`config.mk`:
```
export PLATFORM = sky130hd
export DESIGN_NAME = mux4_rr_arbiter_flat
export DESIGN_NICKNAME = d
export VERILOG_FILES = /design/src/rtl/mux4_arb_pkg.sv /design/src/rtl/mux4_rr_arbiter_if.sv /design/src/rtl/mux4_rr_arbiter_pick.sv /design/src/rtl/mux4_rr_arbiter.sv /design/src/flat_wrapper.sv
export SDC_FILE = /design/constraint.sdc
export NUM_CORES = 1
export LEC_CHECK = 0
export ABC_AREA = 1
export ABC_CLOCK_PERIOD_IN_PS = 2290
export CAP_MARGIN = 20
export CORE_MARGIN = 1
export CORE_UTILIZATION = 35
export CTS_CLUSTER_SIZE = 16
export DETAILED_ROUTE_END_ITERATION = 8
export DONT_BUFFER_PORTS = 1
export PLACE_DENSITY = 0.61
export SLEW_MARGIN = 20
export SYNTH_ARGS = -nofsm -noshare
export SYNTH_HDL_FRONTEND = slang
export SYNTH_HIERARCHICAL = 1
export SYNTH_SLANG_ARGS = --single-unit
```
`constraint.sdc`:
```
create_clock -name clk -period 2.29 [get_ports clk]
set_input_delay 0.458 -clock clk [delete_from_list [all_inputs] [get_ports clk]]
set_output_delay 0.458 -clock clk [all_outputs]
set_load 0.02 [all_outputs]
```
`src/rtl/mux4_arb_pkg.sv`:
```
// Shared constants and types for the 4-way round-robin output arbiter.
package mux4_arb_pkg;

    localparam int unsigned DATA_W  = 32;
    localparam int unsigned SRC_W   = 2;
    localparam int unsigned NUM_REQ = 4;

    typedef enum logic {
        ST_EMPTY = 1'b0,
        ST_FULL  = 1'b1
    } arb_state_e;

endpackage

```
`src/rtl/mux4_rr_arbiter_if.sv`:
```
// Request/response bundle between four producers and the shared output channel.
interface mux4_rr_arbiter_if;
    import mux4_arb_pkg::*;

    logic [NUM_REQ-1:0] in_valid;
    logic [NUM_REQ-1:0] in_ready;
    logic [DATA_W-1:0]  in_data0;
    logic [DATA_W-1:0]  in_data1;
    logic [DATA_W-1:0]  in_data2;
    logic [DATA_W-1:0]  in_data3;
    logic [NUM_REQ-1:0] in_last;
    logic               out_valid;
    logic               out_ready;
    logic [DATA_W-1:0]  out_data;
    logic [SRC_W-1:0]   out_src;
    logic               busy;

    modport slave (
        input  in_valid, in_data0, in_data1, in_data2, in_data3, in_last, out_ready,
        output in_ready, out_valid, out_data, out_src, busy
    );

    modport master (
        output in_valid, in_data0, in_data1, in_data2, in_data3, in_last, out_ready,
        input  in_ready, out_valid, out_data, out_src, busy
    );
endinterface

```
`src/rtl/mux4_rr_arbiter_pick.sv`:
```
// Combinational 4-way round-robin picker: first request after last_grant, wrapping.
module rr_pick4 (
    input  logic [3:0] req,
    input  logic [1:0] last_grant,
    output logic [3:0] gnt_onehot,
    output logic [1:0] gnt_idx,
    output logic       gnt_any
);

    always_comb begin
        logic [1:0] idx;
        gnt_onehot = '0;
        gnt_idx    = '0;
        gnt_any    = 1'b0;
        idx        = '0;
        // Offsets 1..4 visit last_grant+1 first and last_grant itself last.
        for (int i = 0; i < 4; i++) begin
            idx = last_grant + 2'(i + 1);
            if (!gnt_any && req[idx]) begin
                gnt_any         = 1'b1;
                gnt_idx         = idx;
                gnt_onehot[idx] = 1'b1;
            end
        end
    end

endmodule

```
`src/rtl/mux4_rr_arbiter.sv`:
```
// Round-robin arbiter sharing one registered 32-bit output stage among four requesters.
// Optional burst locking is compiled in with MUX4_ARB_LOCK_EN.
module mux4_rr_arbiter
    import mux4_arb_pkg::*;
(
    input  logic               clk,
    input  logic               rst_n,
    mux4_rr_arbiter_if.slave   bus
);

    arb_state_e         state_q, state_d;
    logic [DATA_W-1:0]  out_data_q, out_data_d;
    logic [SRC_W-1:0]   out_src_q, out_src_d;
    logic [SRC_W-1:0]   last_grant_q, last_grant_d;

    logic [NUM_REQ-1:0] req_c;
    logic [NUM_REQ-1:0] gnt_onehot_c;
    logic [SRC_W-1:0]   gnt_idx_c;
    logic               gnt_any_c;
    logic               can_load_c;
    logic               accept_c;
    logic [DATA_W-1:0]  sel_data_c;

`ifdef MUX4_ARB_LOCK_EN
    logic               lock_q, lock_d;
    logic [SRC_W-1:0]   lock_src_q, lock_src_d;

    // While a burst is open only its owner may compete.
    assign req_c = lock_q ? (bus.in_valid & (NUM_REQ'(1) << lock_src_q)) : bus.in_valid;
`else
    logic unused_in_last;

    assign unused_in_last = ^bus.in_last;
    assign req_c          = bus.in_valid;
`endif

    rr_pick4 u_pick (
        .req        (req_c),
        .last_grant (last_grant_q),
        .gnt_onehot (gnt_onehot_c),
        .gnt_idx    (gnt_idx_c),
        .gnt_any    (gnt_any_c)
    );

    always_comb begin
        case (gnt_idx_c)
            2'd0:    sel_data_c = bus.in_data0;
            2'd1:    sel_data_c = bus.in_data1;
            2'd2:    sel_data_c = bus.in_data2;
            default: sel_data_c = bus.in_data3;
        endcase
    end

    assign can_load_c = (state_q == ST_EMPTY) || bus.out_ready;
    assign accept_c   = rst_n && can_load_c && gnt_any_c;

    // Next-state: load wins over drain so back-to-back beats stay FULL.
    always_comb begin
        state_d      = state_q;
        out_data_d   = out_data_q;
        out_src_d    = out_src_q;
        last_grant_d = last_grant_q;
`ifdef MUX4_ARB_LOCK_EN
        lock_d       = lock_q;
        lock_src_d   = lock_src_q;
`endif
        if (accept_c) begin
            state_d      = ST_FULL;
            out_data_d   = sel_data_c;
            out_src_d    = gnt_idx_c;
            last_grant_d = gnt_idx_c;
`ifdef MUX4_ARB_LOCK_EN
            lock_d       = ~bus.in_last[gnt_idx_c];
            lock_src_d   = gnt_idx_c;
`endif
        end else if (state_q == ST_FULL && bus.out_ready) begin
            state_d = ST_EMPTY;
        end
    end

    always_ff @(posedge clk) begin
        if (!rst_n) begin
            state_q      <= ST_EMPTY;
            out_data_q   <= '0;
            out_src_q    <= '0;
            last_grant_q <= SRC_W'(NUM_REQ - 1);
`ifdef MUX4_ARB_LOCK_EN
            lock_q       <= 1'b0;
            lock_src_q   <= '0;
`endif
        end else begin
            state_q      <= state_d;
            out_data_q   <= out_data_d;
            out_src_q    <= out_src_d;
            last_grant_q <= last_grant_d;
`ifdef MUX4_ARB_LOCK_EN
            lock_q       <= lock_d;
            lock_src_q   <= lock_src_d;
`endif
        end
    end

    assign bus.in_ready  = accept_c ? gnt_onehot_c : '0;
    assign bus.out_valid = (state_q == ST_FULL);
    assign bus.out_data  = out_data_q;
    assign bus.out_src   = out_src_q;
    assign bus.busy      = (state_q == ST_FULL) || (|bus.in_valid);

endmodule

```
`src/flat_wrapper.sv`:
```
// flat-port wrapper written by rule: the top's interface ports become plain ports
module mux4_rr_arbiter_flat import mux4_arb_pkg::*;
  (clk, rst_n, bus_in_valid, bus_in_data0, bus_in_data1, bus_in_data2, bus_in_data3, bus_in_last, bus_out_ready, bus_in_ready, bus_out_valid, bus_out_data, bus_out_src, bus_busy);
  mux4_rr_arbiter_if bus_i ();
  input  logic clk;
  input  logic rst_n;
  input wire logic [$bits(bus_i.in_valid)-1:0] bus_in_valid;
  input wire logic [$bits(bus_i.in_data0)-1:0] bus_in_data0;
  input wire logic [$bits(bus_i.in_data1)-1:0] bus_in_data1;
  input wire logic [$bits(bus_i.in_data2)-1:0] bus_in_data2;
  input wire logic [$bits(bus_i.in_data3)-1:0] bus_in_data3;
  input wire logic [$bits(bus_i.in_last)-1:0] bus_in_last;
  input wire logic [$bits(bus_i.out_ready)-1:0] bus_out_ready;
  output wire logic [$bits(bus_i.in_ready)-1:0] bus_in_ready;
  output wire logic [$bits(bus_i.out_valid)-1:0] bus_out_valid;
  output wire logic [$bits(bus_i.out_data)-1:0] bus_out_data;
  output wire logic [$bits(bus_i.out_src)-1:0] bus_out_src;
  output wire logic [$bits(bus_i.busy)-1:0] bus_busy;
  assign bus_i.in_valid = bus_in_valid;
  assign bus_i.in_data0 = bus_in_data0;
  assign bus_i.in_data1 = bus_in_data1;
  assign bus_i.in_data2 = bus_in_data2;
  assign bus_i.in_data3 = bus_in_data3;
  assign bus_i.in_last = bus_in_last;
  assign bus_i.out_ready = bus_out_ready;
  assign bus_in_ready = bus_i.in_ready;
  assign bus_out_valid = bus_i.out_valid;
  assign bus_out_data = bus_i.out_data;
  assign bus_out_src = bus_i.out_src;
  assign bus_busy = bus_i.busy;
  mux4_rr_arbiter u_core (.clk(clk), .rst_n(rst_n), .bus(bus_i));
endmodule
```
**Word-level counts from Yosys, hierarchy flattened**

Cells that the tools add are included.

- $add $sub $neg: 3
- Order comparisons: 8
- Eq/ne operators: 2
- Muxes and demuxes: 32
- Bitwise logic cells: 4
- Reduce and logical (&&, ||, !) cells: 18

Operator list:

| operator | count |
|---|---|
| $pmux 32 s3 | 1 |
| $mux 4 | 5 |
| $mux 1 | 14 |
| $lt 2x3->1 const B | 4 |
| $or 4x4->4 | 3 |
| $logic_and 1x1->1 | 10 |
| $bmux 1 s2 | 4 |
| $demux 1 s2 | 4 |
| $ge 2x1->1 const B | 4 |
| $mux 2 | 4 |
| $add 2x2->2 const B | 2 |
| $reduce_or 4->1 | 1 |
| $logic_not 1->1 | 3 |
| $add 2x1->2 const B | 1 |
| $eq 2x1->1 const B | 1 |
| $eq 2x2->1 const B | 1 |
| $logic_not 2->1 | 1 |
| $logic_or 1x1->1 | 2 |
| $reduce_bool 2->1 | 1 |
| $not 1->1 | 1 |

- Register bits after elaboration: 37
- Bits of input ports: 139
- Output and inout port bits: 40
- Word-level logic and storage cells: 71

**Longest topological paths before layout**

Gate-level depths: netlist (run 1).

- Depth in word-level cells: 15
- Gate-level depth with buffers: 15
- Depth with buffers taken out: 15

**Hierarchy**

The synthesis (run 1) kept the hierarchy.

Modules (own cells, without submodules):

| module | instances | cells an instance | area an instance (µm²) | sequential area each (µm²) |
|---|---|---|---|---|
| mux4_rr_arbiter | 1 | 377 | 2220.9 | 740.7 |
| rr_pick4 | 1 | 74 | 457.9 | 0.0 |

**Worst setup path before layout (run 1)**

OpenSTA, ideal clock, no wires.

- Path type: register to register
- From: reg u_core.last_grant_q[0]
- To: reg u_core.out_data_q[0] (netlist: u_core/bus.out_data[0])
- Library setup time: 0.070 ns
- Arrival: 2.236 ns
- Data required time: 2.220 ns
- Path slack: -0.017 ns
- Stages on the path, launching flop included: 15
- Buffers on the path: 2
- Clock period less this slack: 2.307 ns
- Path through: dfxtp_1 > inv_2 > ha_1 > inv_1 > nand2_2 > nand2_2 > nor2_2 > nor2_1 > a21oi_2 > buf_4 > buf_4 > nand3_1 > nand3_1 > nand2_1 > a21oi_1

- Cells in the longest elaborated chain, start to end: 15
- Elaborated cells on any way between the ends: 30
- Classes of those cells: add/sub (3); eq/ne (2); mux (17); reduce/logical (8)

Ends and longest elaborated chain:

| element | line | source |
|---|---|---|
| from (decl) | mux4_rr_arbiter.sv:14 | `logic [SRC_W-1:0] last_grant_q, last_grant_d;` |
| from (signal assigned) | mux4_rr_arbiter.sv:86 | `last_grant_q <= SRC_W'(NUM_REQ - 1);` |
| from (signal assigned) | mux4_rr_arbiter.sv:95 | `last_grant_q <= last_grant_d;` |
| $add 2x1->2 | mux4_rr_arbiter_pick.sv:18 | `idx = last_grant + 2'(i + 1);` |
| $bmux 1 s2 | mux4_rr_arbiter_pick.sv:19 | `if (!gnt_any && req[idx]) begin` |
| $mux 1 (not written as such) | mux4_rr_arbiter_pick.sv:19 |  |
| $mux 1 | mux4_rr_arbiter_pick.sv:19 |  |
| $logic_not 1->1 | mux4_rr_arbiter_pick.sv:19 |  |
| $logic_and 1x1->1 | mux4_rr_arbiter_pick.sv:19 |  |
| $mux 1 | mux4_rr_arbiter_pick.sv:19 |  |
| $logic_not 1->1 | mux4_rr_arbiter_pick.sv:19 |  |
| $logic_and 1x1->1 | mux4_rr_arbiter_pick.sv:19 |  |
| $mux 1 | mux4_rr_arbiter_pick.sv:19 |  |
| $logic_not 1->1 | mux4_rr_arbiter_pick.sv:19 |  |
| $logic_and 1x1->1 | mux4_rr_arbiter_pick.sv:19 |  |
| $mux 2 (*) | mux4_rr_arbiter_pick.sv:19 |  |
| net u_core.gnt_idx_c[0] | mux4_rr_arbiter.sv:18 | `logic [SRC_W-1:0] gnt_idx_c;` |
| $eq 2x2->1, or another cell as far along | mux4_rr_arbiter.sv:46 | `case (gnt_idx_c)` |
| $pmux 32 s3 (*) | mux4_rr_arbiter.sv:46 |  |
| to (signal assigned) | mux4_rr_arbiter.sv:93 | `out_data_q <= out_data_d;` |
| to (decl) | mux4_rr_arbiter.sv:12 | `logic [DATA_W-1:0] out_data_q, out_data_d;` |

The timed path passes the listed nets; every way through them passes the cells marked *. The select of a mux whose other input is x is not followed.
A chain may end at the register's enable or synchronous reset.

**Worst setup path in the final report (run 1)**

- From: reg u_core.last_grant_q[0]
- To: out bus_in_ready[1]

- Elaborated cells on any way between the ends: 50
- Classes of those cells: add/sub (3); order compare (8); mux (25); bitwise (3); reduce/logical (11)

RTL lines:

| element | line | source |
|---|---|---|
| branches (longest 12 deep; another with $lt 2x3->1) | -- |  |
| $mux 4 (*) | mux4_rr_arbiter_pick.sv:19 |  |
| net u_core.gnt_onehot_c[1] | mux4_rr_arbiter.sv:17 | `logic [NUM_REQ-1:0] gnt_onehot_c;` |
| $mux 4 (*) | mux4_rr_arbiter.sv:103 | `assign bus.in_ready = accept_c ? gnt_onehot_c : '0;` |
| to (decl) | flat_wrapper.sv:14 | `output wire logic [$bits(bus_i.in_ready)-1:0] bus_in_ready;` |

Mark *: on every way through the listed nets, which the timed path passes. The select of a mux whose other input is x is not followed.

==> results of run 1 <==
[metal layers]
metal,global-route usage,up-vias,part of all wire
met5,0,-,0
met4,0.0693,0,0.015
met3,0.0665,16,0.087
met2,0.350,140,0.49
met1,0.227,1381,0.40
li1,-,1513,-
[power groups by stage]
stage	registers (uW)	clock network [uW]	logic (uW)
floorplan	1080	0	1270
global placement	1120	0	1690
detailed placement	1120	0	1720
CTS	1100	455	1770
global route	1120	487	2130
finish	1100	435	1910
[stage by stage]
step | power (uW) | setup slack (ns) | util | instance area [um2] | setup TNS, ns
after floorplan | 2340 | 0.00485 | - | 2680 | 0
after global placement | 2810 | -0.0400 | 0.395 | 2900 | -0.287
after detailed placement | 2840 | -0.0854 | 0.395 | 2900 | -1.09
after CTS | 3330 | 0.00928 | 0.414 | 3040 | 0
after global routing | 3740 | -0.0933 | 0.430 | 3150 | -0.342
final | 3450 | -0.00319 | 0.430 | 3150 | -0.00319
[registers in the layout (all words and copies together), names as in the netlist]
| name | count |
|---|---|
| u_core/last_grant_q | 2 |
| u_core/bus.out_data | 32 |
| u_core/bus.out_src | 2 |
| u_core/bus.out_valid | 1 |
[cell families (layout without fill, tap and decap cells)]
kind of cell               count (synthesis)  count (layout)
and+or+nand+nor                          301             301
AOI/OAI and AO/OA                         59              59
buffers and inverters                     46              60
DFF                                       37              37
adders and majority gates                  8               8
[layout by cell type (no fill, tap or decap), types with 2 or more instances in the layout]
cell type	synthesis	layout
nand2_1	138	134
nand3_1	80	78
nor2_1	53	52
dfxtp_1	37	35
a21oi_1	29	27
buf_4	3	24
o21ai_0	21	21
nand4_1	15	15
inv_1	13	10
nand2_2	7	8
ha_1	8	7
inv_2	5	6
buf_6	0	6
clkbuf_8	0	5
nand2_4	1	4
nor2_2	4	3
o21ai_1	3	3
a21boi_0	4	3
clkinv_2	0	2
buf_12	0	2
dfxtp_2	0	2
nand3_4	0	2
nor2_4	0	2
a21oi_2	1	2
[worst max-delay path: stages, from the launching register on]
cell	delay (ns)
dfxtp_2	0.33
buf_4	0.17
nand2_1	0.10
nand2_2	0.13
nand2_4	0.09
nand2_4	0.08
nor2_4	0.04
buf_6	0.12
a21oi_2	0.13
nand3_1	0.10
inv_1	0.06
nor2_1	0.03
buf_4	0.15
[cell type report]
cell class                      instances  area share
Tap cell                               99      0.0393
Clock buffer                            6      0.0230
Clock inverter                          2     0.00318
Multi-Input combinational cell        368       0.580
Inverter                               19      0.0262
Sequential cell                        37       0.236
Timing Repair inverter                  1     0.00159
Timing Repair Buffer                   32      0.0913
[what timing repair did]
item,in CTS,in global routing
endpoints found under the setup margin,28,36
hold buffers,0,0
gates cloned,0,1
resized for setup,13,17
setup buffers,0,5
pin swaps,2,11
[final timing paths]
path	startpoint	end	slack, ns	cells past startpoint
min	rst_n	u_core/last_grant_q[0]	0.26	1
max	u_core/last_grant_q[0]	bus_in_ready[1]	-0.003	12
min reg2reg	u_core/bus.out_data[14]	u_core/bus.out_data[14]	0.57	2
max reg2reg	u_core/last_grant_q[0]	u_core/bus.out_data[1]	0.11	15
==> flow_summary.yaml, run 1 <==
outcome:
  status: "complete, but fails checks"
  violations: "negative setup slack"
timing:
  rsz0062_at_grt: "true"
  period_share: 1.00
  fmax_ghz: 0.436
  whs_ns: 0.258
  timing_worst_slew_pin_value_ns: 0.467
  slew_headroom: 0.688
  finalHoldViolCount: 0
  drv_slew: 0
  finClkSkew_ns: 0.00277
  setup_ws_ns: -0.00319
  setup_viol: 1
  period_minus_slack_ns: 2.29
setup_path:
  cp_data_arrival_time_ns: 1.84
  crit_type: "flip-flop to output pin"
  crit_fanout: 9
  end_kind: "output pin"
  start_kind: "flip-flop"
  crit_required_ns: 1.83
grt:
  grt_pass1_vias: 2605
  grt_pass1_wl_um: 12100
  grtUsageTotal: 0.200
  antenna_found_initial: 0
  grt_max_degree: 31
  grt.overflow.total: 0
synth:
  synth_common_cells: "nand2_1, nand3_1, nor2_1, dfxtp_1, a21oi_1"
  ys.flop_type: "dfxtp_1"
  async_reset_ff_frac: 0
  synth_seq_cells: 37
  syn_avg_cell_area_um2: 5.94
  synth_edf_count: 0
  syn_inst: 451
  synth_fp_nets: 598
  synth_xor_area_frac: 0
  synth-compound-area-share: 0.116
  synth_mux_area_frac: 0
  synth_top_family_by_area: "simple AND/OR/NAND/NOR gates"
  yosysMostFrequentCell: "nand2_1"
  syn_area_um2: 2680
  yosysWarningCount: 6
  synthSimpleGateAreaFrac: 0.495
  synth.largest_area_cell: "dfxtp_1"
  yosysTopAreaCellShare: 0.277
  ys_seq_area_frac: 0.277
  synthAdderAreaFrac: 0.0374
  synth.area.top_cells: "dfxtp_1, nand2_1, nand3_1"
  ys_types: 25
pwr:
  leakage_uw: 0.00139
  seqPwrFrac: 0.319
  switching_power_uw: 1700
  power_frac_clock: 0.126
  cellPowerDensity_nw_per_um2: 1090
  p_comb_frac: 0.555
  peakVddDrop_v: 0.000565
  p_int_uw: 1750
  sw_frac_of_total: 0.493
drt:
  vias: 3050
  totalWireLength_um: 8500
  viasPerCell: 5.41
  drc_errors: 0
  dr.pass1.iters: 4
  first_iter_violations: 191
  wl_per_cell_um: 15.1
  drtAntennaViolNets: 0
floorplan:
  start_util: 0.365
  coreArea_um2: 7330
  dieArea_um2: 8010
  top_level_ports: 179
  rows: 31
  fp.dieH_um: 89.5
  die_w_um: 89.5
clock_tree:
  clock_latency_ns: 0.28
  htreeDepth: 2
  cts_tree: "done"
  ctsLongestPathBuffers: 2
  clkSlewWorstSetupHoldPaths_ns: 0.07
  clock-sinks: 37
  cts_inserted_buffers: 5
  cts_root_buf: "clkbuf_8"
placed_design:
  portBuffers: 0
  dpl.hpwl_um: 6330
  place_inst: 550
  gp_congestion: 0.885
cells_and_area:
  multi_input_area_um2: 1830
  drive_above_1_share: 0.163
  n_antenna_cell: 0
  syn2layout_area_growth_pct: 17.7
  final_nets: 611
  nFillCells: 798
  seqCellArea_um2: 743
  fin_cells: 564
min_path:
  hold_path.class: "input pin to flip-flop"
run:
  cap_violations: 0
No activity file was read; power rests on OpenSTA's default activity.
==> run 2, diff against run 1 <==
- ABC_AREA: 1 -> not set
- CORE_MARGIN: 1 -> 5
==> run 2 against run 1 <==
The run still ends with negative setup slack left. Synthesized area rose by 2.1%. Clock-buffer cell count is 2 higher. First-iteration DRC count fell by 19%. Largest power group unchanged. Register-to-register slack worse by 0.31 ns. Highest routed layer is now met5. Sequential share of layout area is 0.84 points lower. Largest cell class unchanged. Utilization decreased by 0.19 points. Non-clock buffer count is 6 higher. Synthesized cell count decreased by 38%. Fmax down 7.7%. Total power is 26% lower. Die area up 21%. Final area is 4.4% higher.
==> flow_summary.yaml, run 2 <==
outcome:
  violations: "negative setup slack"
  status: "complete, but fails checks"
cells_and_area:
  multi_input_area_um2: 1910
  final_nets: 444
  final_cell_mix: "nand2_1, dfxtp_1, mux4_2, o21ai_1, buf_4"
  seqCellArea_um2: 748
  final_common_cell: "nand2_1"
  syn2layout_area_growth_pct: 20.3
  n_antenna_cell: 0
  finalInstanceArea_um2: 3290
  nFillCells: 760
  largest_reg_flops: 32
  drive_above_1_share: 0.386
floorplan:
  rows: 32
  fp.dieH_um: 98.4
  coreArea_um2: 7690
  start_util: 0.356
  dieArea_um2: 9690
  die_w_um: 98.4
  top_level_ports: 179
grt:
  grt.overflow.total: 0
  grt_pass1_vias: 2376
  antenna_found_initial: 2
  grt_pass1_wl_um: 13000
  grt_max_degree: 40
  grtUsageTotal: 0.166
pwr:
  p_total_uw: 2560
  seqPwrFrac: 0.384
  p_int_uw: 1660
  p_comb_frac: 0.404
  cellPowerDensity_nw_per_um2: 778
  sw_frac_of_total: 0.352
  power_frac_clock: 0.212
  switching_power_uw: 902
  peakVddDrop_v: 0.000292
  leakage_uw: 0.00118
clock_tree:
  ctsLongestPathBuffers: 2
  clock_latency_ns: 0.28
  postCtsHoldBufs: 0
  cts_root_buf: "clkbuf_8"
  clkSlewWorstSetupHoldPaths_ns: 0.07
  htreeDepth: 2
  clock-sinks: 37
  cts_tree: "done"
  cts_inserted_buffers: 5
placed_design:
  dpl.hpwl_um: 6440
  placed_area_um2: 2930
  gp_congestion: 0.806
  portBuffers: 0
setup_path:
  cp_data_arrival_time_ns: 2.65
  r2r_start: "u_core/last_grant_q[0]"
  worstPathCellList: "buf_4 > or3b_1 > o21ai_2 > a21oi_2 > o22ai_2 > o31a_4 > clkbuf_16 > mux4_2 > nand3_2 > o21ai_1"
  cp_num_buf_inv: 2
  crit_required_ns: 2.46
  crit_fanout: 9
  reg2reg_depth: 10
  end_kind: "flip-flop"
  start_kind: "flip-flop"
  crit_type: "flip-flop to flip-flop"
  cp_slowest_cell: "mux4_2"
  crit_family: "compound AO/OA/AOI/OAI gates"
  slowest_delay_ns: 0.52
  ff2ff_setup_slack_ns: -0.20
  reg2reg_to: "u_core/bus.out_data[4]"
synth:
  synth_seq_cells: 37
  async_reset_ff_frac: 0
  synth.area.top_cells: "dfxtp_1, mux4_2, nand3_1"
  syn_avg_cell_area_um2: 9.81
  syn_area_um2: 2740
  yosysTopAreaCellShare: 0.271
  yosysMostFrequentCell: "nand2_1"
  ys.flop_type: "dfxtp_1"
  ys_types: 43
  ys_seq_area_frac: 0.271
  synth_edf_count: 0
  syn_inst: 279
  yosysWarningCount: 6
  synth_common_cells: "nand2_1, dfxtp_1, nand3_1, o21ai_1, mux4_2"
  synth_fp_nets: 426
  synth.largest_area_cell: "dfxtp_1"
drt:
  vias: 2324
  drtAntennaViolNets: 0
  dr.pass1.iters: 4
  first_iter_violations: 155
  totalWireLength_um: 8640
  viasPerCell: 5.81
  drc_errors: 0
  wl_per_cell_um: 21.6
min_path:
  hold-path-cell-count: 1
  min_from: "rst_n"
  hold_path.class: "input pin to flip-flop"
  min_to: "u_core/last_grant_q[0]"
timing:
  period_minus_slack_ns: 2.49
  finalHoldViolCount: 0
  timing_worst_slew_pin_value_ns: 0.328
  setup_viol: 36
  period_share: 1.09
  drv_slew: 0
  fmax_ghz: 0.402
  rsz0062_at_grt: "true"
  setup_ws_ns: -0.196
  slew_headroom: 0.780
  finClkSkew_ns: 0.00409
run:
  cap_violations: 0
## run 2: metrics by stage
| step | hold slack, ns | worst slack (ns) | TNS (ns) | utilization | cells |
|---|---|---|---|---|---|
| after floorplan | 0.526 | -0.242 | -7.11 | - | 279 |
| after global placement | 0.521 | -0.230 | -6.34 | 0.381 | 382 |
| after detailed placement | 0.539 | -0.270 | -8.13 | 0.381 | 382 |
| after CTS | 0.244 | -0.187 | -5.30 | 0.415 | 396 |
| after global routing | 0.231 | -0.304 | -10.07 | 0.428 | 400 |
| final | 0.247 | -0.196 | -5.80 | 0.428 | 400 |
## run 2: logic make-up after synthesis
logic type	after synthesis	share of synthesized area
muxes	36	0.290
adders and majority gates	8	0.0366
and+or+nand+nor	104	0.177
AOI/OAI and AO/OA	63	0.149
DFF	37	0.271
buffers and inverters	31	0.0777
## run 2: power groups by stage
stage,clock [uW],sequential (uW),combinational [uW]
floorplan,0,971,749
global placement,0,1000,869
detailed placement,0,1000,882
CTS,560,987,955
global route,582,996,1130
finish,543,984,1030
## run 2: worst reg2reg max path, delay by kind of cell (launching register included)
kind	cells	cell delay, ns
compound gates	5	0.70
buf+inv	2	0.35
flops	1	0.37
mux	1	0.52
simple gates	2	0.44
## run 2: final cells by class
cell class                      instances  area share
Inverter                                4     0.00456
Timing Repair Buffer                   38       0.114
Clock buffer                            8      0.0338
Sequential cell                        37       0.227
Multi-Input combinational cell        211       0.581
Tap cell                              102      0.0388
## run 2: per-layer routing
| metal | track usage | wire [um] | vias to the layer above | share of wire |
|---|---|---|---|---|
| met5 | 0 | 25 | - | 0.0029 |
| met4 | 0.0494 | 149 | 4 | 0.017 |
| met3 | 0.0538 | 792 | 16 | 0.092 |
| met2 | 0.283 | 4390 | 120 | 0.51 |
| met1 | 0.200 | 3280 | 1104 | 0.38 |
| li1 | - | - | 1080 | - |
## run 2: what timing repair did
action / CTS / global route
resized for setup: 25 / 12
buffers inserted: 6 / 2
setup endpoints to repair: 36 / 36
pin swaps: 6 / 6
cloned: 0 / 2
endpoints found under the hold margin: 0 / 0
## run 2: worst max path at each step
stage / end / startpoint / cells after the start
2_1_floorplan: u_core/bus.out_data[2] / bus_in_valid[0] / 11
3_3_place_gp: u_core/bus.out_data[29] / bus_in_valid[1] / 9
3_5_place_dp: u_core/bus.out_data[13] / bus_in_valid[1] / 9
4_1_cts: bus_in_ready[1] / u_core/last_grant_q[0] / 8
5_1_grt: u_core/bus.out_data[22] / u_core/last_grant_q[0] / 10
6_report: u_core/bus.out_data[4] / u_core/last_grant_q[0] / 10
